File: config.mk
export PLATFORM = sky130hd
export DESIGN_NAME = share_buffer
export DESIGN_NICKNAME = d
export VERILOG_FILES = /design/src/rtl/share_pkg.sv /design/src/rtl/share_fifo.sv /design/src/rtl/share_buffer.sv
export SDC_FILE = /design/constraint.sdc
export NUM_CORES = 2
export LEC_CHECK = 0
export CAP_MARGIN = 10
export CORE_AREA = 5 5 541 543
export CTS_CLUSTER_DIAMETER = 200
export DETAILED_ROUTE_END_ITERATION = 10
export DIE_AREA = 0 0 546 548
export SLEW_MARGIN = 20
export SYNTH_ARGS = -nofsm -noshare
export SYNTH_HDL_FRONTEND = slang
export SYNTH_SLANG_ARGS = --single-unit
File: constraint.sdc
create_clock -name clk -period 34.2 [get_ports clk]
set_input_delay 6.84 -clock clk [delete_from_list [all_inputs] [get_ports clk]]
set_output_delay 6.84 -clock clk [all_outputs]
set_load 0.005 [all_outputs]
File: src/rtl/share_pkg.sv
// Shared constants, frame layout and FSM state type for the share result queue.
package share_pkg;

    localparam int ENTRY_W = 288;   // {nonce[31:0], hash[255:0]}
    localparam int FRAME_W = 512;

    localparam logic [63:0] FRAME_MAGIC = 64'hdead432987beefaa;
    localparam logic [7:0]  FRAME_SEP   = 8'haa;

    // Bit offsets of the fields inside the 512-bit result frame
    localparam int HASH_LSB  = 0;
    localparam int SEP0_LSB  = 256;
    localparam int NONCE_LSB = 264;
    localparam int SEP1_LSB  = 296;
    localparam int SEQ_LSB   = 304;
    localparam int MAGIC_LSB = 448;

    // Cycles with tx_ready still high after a request before the frame is assumed taken
    localparam int WAIT_BUSY_MAX = 4;

    typedef enum logic [1:0] {
        ST_IDLE      = 2'd0,
        ST_SEND      = 2'd1,
        ST_WAIT_BUSY = 2'd2,
        ST_WAIT_DONE = 2'd3
    } state_t;

    // Assemble one result frame; unused bits [447:320] stay zero
    function automatic logic [FRAME_W-1:0] build_frame(input logic [255:0] hash,
                                                       input logic [31:0]  nonce,
                                                       input logic [15:0]  seq);
        logic [FRAME_W-1:0] f;
        f = '0;
        f[HASH_LSB  +: 256] = hash;
        f[SEP0_LSB  +: 8]   = FRAME_SEP;
        f[NONCE_LSB +: 32]  = nonce;
        f[SEP1_LSB  +: 8]   = FRAME_SEP;
        f[SEQ_LSB   +: 16]  = seq;
        f[MAGIC_LSB +: 64]  = FRAME_MAGIC;
        return f;
    endfunction

endpackage

File: src/rtl/share_fifo.sv
// Circular FIFO with wrap-bit pointers; push while full succeeds only alongside a pop.
module share_fifo #(
    parameter  int WIDTH = 288,
    parameter  int DEPTH = 4,
    localparam int AW    = $clog2(DEPTH)
) (
    input  logic             clk,
    input  logic             rst,
    input  logic             push_i,
    input  logic             pop_i,
    input  logic [WIDTH-1:0] data_i,
    output logic [WIDTH-1:0] head_o,
    output logic             full_o,
    output logic             empty_o,
    output logic [AW:0]      level_o
);

    logic [WIDTH-1:0] mem_q [DEPTH];
    logic [AW:0]      wptr_q;
    logic [AW:0]      rptr_q;
    logic             do_push;
    logic             do_pop;

    assign level_o = wptr_q - rptr_q;
    assign full_o  = (level_o == (AW+1)'(DEPTH));
    assign empty_o = (level_o == '0);
    assign do_pop  = pop_i && !empty_o;
    // When full, the slot being written is the head that is leaving this same edge
    assign do_push = push_i && (!full_o || do_pop);
    assign head_o  = mem_q[rptr_q[AW-1:0]];

    // Storage write; contents need no reset because the pointers define validity
    always_ff @(posedge clk) begin
        if (do_push) begin
            mem_q[wptr_q[AW-1:0]] <= data_i;
        end
    end

    // Pointer update; the extra MSB distinguishes full from empty
    always_ff @(posedge clk or posedge rst) begin
        if (rst) begin
            wptr_q <= '0;
            rptr_q <= '0;
        end else begin
            if (do_push) wptr_q <= wptr_q + (AW+1)'(1);
            if (do_pop)  rptr_q <= rptr_q + (AW+1)'(1);
        end
    end

endmodule

File: src/rtl/share_buffer.sv
// Captures the winning finisher hit each cycle, queues it, and hands formatted
// 512-bit result frames to the UART transmitter with a req/ready handshake.
// Handshake: tx_req is a single-cycle pulse with tx_data valid in that cycle;
// the transmitter signals it took the frame by dropping tx_ready, and signals
// completion by raising it again. If tx_ready never drops within
// WAIT_BUSY_MAX cycles the frame is considered delivered.
module share_buffer
    import share_pkg::*;
#(
    parameter  int NUM_COPIES = 3,
    parameter  int DEPTH      = 4,
    parameter  int DROP_W     = 16,
    localparam int LVL_W      = $clog2(DEPTH) + 1
) (
    input  logic                      clk,
    input  logic                      rst,
    input  logic [NUM_COPIES-1:0]     hit_valid,
    input  logic [NUM_COPIES*256-1:0] hit_hash,
    input  logic [NUM_COPIES*32-1:0]  hit_nonce,
    input  logic                      tx_ready,
    output logic                      tx_req,
    output logic [FRAME_W-1:0]        tx_data,
    output logic [LVL_W-1:0]          level,
    output logic [DROP_W-1:0]         dropped_count,
    output state_t                    dbg_state
);

    localparam logic [1:0] BUSY_LAST = 2'(WAIT_BUSY_MAX - 1);

    // Capture stage
    logic               win_found;
    logic [ENTRY_W-1:0] win_entry;
    logic [DROP_W:0]    hit_cnt;
    logic [DROP_W:0]    extra_drops;
    logic               cap_valid_q;
    logic [ENTRY_W-1:0] cap_entry_q;

    // FIFO interface
    logic               fifo_push;
    logic               fifo_pop;
    logic               fifo_full;
    logic               fifo_empty;
    logic [ENTRY_W-1:0] fifo_head;

    // Drop accounting
    logic               full_drop;
    logic [DROP_W:0]    drop_inc;
    logic [DROP_W:0]    drop_sum;
    logic [DROP_W-1:0]  dropped_d;
    logic [DROP_W-1:0]  dropped_q;

    // Transmit FSM
    state_t             state_q;
    logic               tx_req_q;
    logic [FRAME_W-1:0] tx_data_q;
    logic [15:0]        seq_q;
    logic [1:0]         busy_cnt_q;

    // Pick the highest-index copy reporting a hit and count all reporting copies
    always_comb begin
        win_found = 1'b0;
        win_entry = '0;
        hit_cnt   = '0;
        for (int i = 0; i < NUM_COPIES; i++) begin
            if (hit_valid[i]) begin
                win_found = 1'b1;
                win_entry = {hit_nonce[32*i +: 32], hit_hash[256*i +: 256]};
                hit_cnt   = hit_cnt + (DROP_W+1)'(1);
            end
        end
    end

    assign extra_drops = win_found ? (hit_cnt - (DROP_W+1)'(1)) : '0;

    // Register the winner so the FIFO push happens one edge after sampling
    always_ff @(posedge clk or posedge rst) begin
        if (rst) begin
            cap_valid_q <= 1'b0;
            cap_entry_q <= '0;
        end else begin
            cap_valid_q <= win_found;
            cap_entry_q <= win_entry;
        end
    end

    assign fifo_pop  = (state_q == ST_SEND);
    assign fifo_push = cap_valid_q;
    assign full_drop = cap_valid_q && fifo_full && !fifo_pop;

    share_fifo #(
        .WIDTH (ENTRY_W),
        .DEPTH (DEPTH)
    ) u_fifo (
        .clk     (clk),
        .rst     (rst),
        .push_i  (fifo_push),
        .pop_i   (fifo_pop),
        .data_i  (cap_entry_q),
        .head_o  (fifo_head),
        .full_o  (fifo_full),
        .empty_o (fifo_empty),
        .level_o (level)
    );

    // Saturating add of losing copies plus a winner rejected by a full queue
    assign drop_inc  = extra_drops + {{DROP_W{1'b0}}, full_drop};
    assign drop_sum  = {1'b0, dropped_q} + drop_inc;
    assign dropped_d = drop_sum[DROP_W] ? {DROP_W{1'b1}} : drop_sum[DROP_W-1:0];

    // Dropped-share counter register
    always_ff @(posedge clk or posedge rst) begin
        if (rst) begin
            dropped_q <= '0;
        end else begin
            dropped_q <= dropped_d;
        end
    end

    // Transmit FSM: frame is loaded on entry to SEND, head popped on exit
    always_ff @(posedge clk or posedge rst) begin
        if (rst) begin
            state_q    <= ST_IDLE;
            tx_req_q   <= 1'b0;
            tx_data_q  <= '0;
            seq_q      <= '0;
            busy_cnt_q <= '0;
        end else begin
            case (state_q)
                ST_IDLE: begin
                    if (!fifo_empty && tx_ready) begin
                        state_q   <= ST_SEND;
                        tx_req_q  <= 1'b1;
                        tx_data_q <= build_frame(fifo_head[255:0], fifo_head[287:256], seq_q);
                    end
                end
                ST_SEND: begin
                    tx_req_q   <= 1'b0;
                    seq_q      <= seq_q + 16'd1;
                    busy_cnt_q <= '0;
                    state_q    <= ST_WAIT_BUSY;
                end
                ST_WAIT_BUSY: begin
                    if (!tx_ready) begin
                        state_q <= ST_WAIT_DONE;
                    end else if (busy_cnt_q == BUSY_LAST) begin
                        state_q <= ST_IDLE;
                    end else begin
                        busy_cnt_q <= busy_cnt_q + 2'd1;
                    end
                end
                ST_WAIT_DONE: begin
                    if (tx_ready) begin
                        state_q <= ST_IDLE;
                    end
                end
                default: state_q <= ST_IDLE;
            endcase
        end
    end

    assign tx_req        = tx_req_q;
    assign tx_data       = tx_data_q;
    assign dropped_count = dropped_q;
    assign dbg_state     = state_q;

endmodule
==> key figures <==
Final layout
  • Leading cell type in the layout, fill and taps excluded: clkdlybuf4s50_1
  • Area Growth Syn to Fin: 31.40%
  • Non-filler cells, final: just over 9000
  • Fin util: approximately a third
  • FILL cells: around 28000
  • Share of cells above drive strength 1: 18.12%
  • Final #Nets: about 6000
  • Design area: 92280 sq um
  • Most frequent cells in the layout: clkdlybuf4s50_1 (1239), edfxtp_1 (1152), dfrtp_1 (634)

Clock network
  • Clock sink total: ~1800
  • CTS Buffer Depth: 4
  • CTS Buf Count: approximately 190
  • Worst skew pair latency: approximately 0.84 ns
  • Hold buffers post-CTS: 0
  • CTS root buf: clkbuf_16
  • Post-CTS sizing: 0
  • Clk pin slew, worst setup/hold paths: ~0.050 ns
  • TritonCTS clock tree: built
  • H-tree level count: 4
  • Total setup buffers inserted after CTS: 0

STA
  • Endpoints failing setup: 0
  • Hold WS: around 0.47 ns
  • RSZ-0062 raised after global routing: false
  • Slew HR: 24.56%
  • Crit path time final: 10.03 ns
  • Actual slew at the worst max-slew pin: ~1.1 ns
  • Final Max Slew Viols: 0
  • Setup TNS: 0 ns
  • Fmax: 99.70 MHz
  • Clk_skew: approximately 0.076 ns
  • Final Hold Violating Endpoints: 0
  • Fin worst setup slack: between 20 and 25 ns
  • Final worst-path cycle share: between 20 and 30%

Global route
  • Total track usage: between 10% and 20%
  • Vias in the first global route: ~41000
  • Total gr overflow: 0
  • First-pass GRT wire length: 299900 microns
  • Largest net degree at the start of global routing: 145
  • Initial antenna violation count: 11

Placed design
  • GP Congestion: approximately 0.95
  • DP Area: approximately 86000 sq um
  • Pre-CTS WS: between 20 and 25 ns
  • Port buffer count: ~1200
  • DPL Wire Length: between 100000 and 150000 microns
  • Placed cells: 8732

Power
  • Power Total: around 8.3 mW
  • PD cells: roughly 90 nW/um^2
  • Max VDD drop: 0.07979 mV
  • P_leak: ~34 nW

Route
  • Via count: just under 40000
  • DRT Wirelength: between 200000 and 250000 microns
  • Initial drt markers: ~2500
  • Initial DRT Pass Iterations: 5
  • # DRC: 0
  • WL/cell: 22.97 microns
  • Via density per instance: 4.278
  • Antenna viol nets, final: 0

Yosys
  • Synthesized instance count: between 3000 and 4000
  • Synth warn: 0
  • Synth area leader: edfxtp_1
  • Post-synth EDFFs: between 1000 and 1500
  • Mapped cell area: approximately 70000 sq um
  • Post-synth cell types: 50
  • Primary FF master, synth: edfxtp_1
  • Area contributors post-synth: edfxtp_1 (49%), dfrtp_1 (23%), mux4_2 (9.2%), mux2_4 (4.3%), a22oi_1 (3.1%)
  • Seq/Total Area, Yosys: 71.96%
  • Share of the synthesized area in the top cell type: about half
  • Number of synthesized register bits: about 1800
  • Synthesized area per cell: between 15 and 20 sq um
  • Async S/R FF share, synth: 35.61%

Worst setup path
  • Worst r2r src: u_fifo.rptr_q[0]$_DFFE_PP0P_
  • Critical Path Sink Type: register
  • Critical path class: input pin to register
  • Register-to-Register Path Depth: 9
  • Crit path required time: roughly 35 ns
  • Maximum fanout along the worst path: 11
  • Critical Path Start Type: input pin
  • FF-to-FF End: u_fifo.mem_q[2][151]$_DFFE_PP_
  • Worst Setup SP: hit_valid[0]
  • Crit path DAT: around 11 ns
  • CP Capture Point: dropped_count[7]$_DFF_PP0_
  • R2r setup slk: 28.21 ns

Floorplan
  • Initial core utilization: about a quarter
  • Die Ht: approximately 550 microns
  • I/O Pins: between 1000 and 1500
  • Die X: 546 microns
  • Die area: ~300000 sq um
  • Row count: just under 200
  • Core area: roughly 290000 sq um

Hold path
  • Worst hold stages: 0
  • Worst min path class: register to register

Job
  • Max_cap viols: 0

Run status
  • Status: complete, no violations
-- power breakdown --
group          internal [mW]  total (mW)  switching (mW)
clock                   1.22        2.07           0.850
sequential              3.25        3.57           0.323
combinational           1.31        2.63            1.32
total                   5.78        8.27            2.49
-- how the worst min path moves through the flow --
stage | start | end | slack, ns
after global routing | cap_entry_q[280]$_DFF_PP0_ | u_fifo.mem_q[2][280]$_DFFE_PP_ | 0.49
after floorplan | u_fifo.wptr_q[2]$_DFFE_PP0P_ | u_fifo.wptr_q[2]$_DFFE_PP0P_ | 0.44
final | cap_entry_q[170]$_DFF_PP0_ | u_fifo.mem_q[2][170]$_DFFE_PP_ | 0.47
after global placement | u_fifo.wptr_q[2]$_DFFE_PP0P_ | u_fifo.wptr_q[2]$_DFFE_PP0P_ | 0.46
after CTS | cap_entry_q[280]$_DFF_PP0_ | u_fifo.mem_q[3][280]$_DFFE_PP_ | 0.47
after detailed placement | seq_q[15]$_DFFE_PP0P_ | seq_q[15]$_DFFE_PP0P_ | 0.47
-- cell usage after synthesis (all sizes together) (8+ instances only) --
| cell | number |
|---|---|
| nor2 | 13 |
| clkbuf | 147 |
| ha | 27 |
| buf | 289 |
| nand3 | 9 |
| dfrtp | 637 |
| inv | 17 |
| a22oi | 287 |
| o21ai | 314 |
| a21oi | 16 |
| mux4 | 288 |
| mux2 | 307 |
| xnor2 | 17 |
| xor2 | 12 |
| nand2 | 310 |
| edfxtp | 1152 |
| nor3 | 8 |
-- cells by family (layout without fill, tap and decap cells) --
group	count (synthesis)	count (layout)	share of synthesized area (%)
xor gates and xnor gates	30	30	0.3937
muxes	595	595	15.23
buffers and inverters	453	1677	3.856
AOI/OAI and AO/OA	651	651	5.790
adders and majority gates	31	31	0.5951
and+or+nand+nor	374	374	2.174
DFF	1789	1789	71.96
other	1	165	0.005340
-- layer usage --
layer	vias up	part of all wire, %	wire length, microns	global-route usage [%]
li1	17260	-	-	-
met1	20020	41	85050	16.79
met2	1358	48	99990	22.18
met3	257	7.6	15880	3.764
met4	2	3.8	7910	5.023
met5	-	0.0096	20	0
-- critical path, stage by stage --
cell and delay [ns]:
clkdlybuf4s50_1 0.52, fa_1 0.63, inv_1 0.06, ha_1 0.20, ha_1 0.24, nand2_1 0.10, inv_1 0.17, ha_1 0.40
and2_1 0.20, a2111o_1 0.45, nand2_1 0.12, o221ai_1 0.31, buf_4 0.30, o21ai_0 0.17
-- flip-flops by register name, summed over array words and instances (netlist names) --
name	flops
u_fifo.mem_q	1152
tx_data	305
cap_entry_q	288
dropped_count	16
seq_q	16
u_fifo.rptr_q	3
u_fifo.wptr_q	3
busy_cnt_q	2
dbg_state	2
cap_valid_q	1
tx_req	1
-- area by class of cell --
type	count	area, sq um	share of cell area (%)
multi-input combinational	1843	17620	19.09
clock buffer	271	5416	5.870
inverter	17	71.32	0.07729
antenna	3	7.507	0.008136
clock inverter	87	910.9	0.9871
tap	3781	4731	5.127
timing repair buffer	1302	12980	14.06
sequential	1789	50540	54.77
No activity file was read; power rests on OpenSTA's default activity.
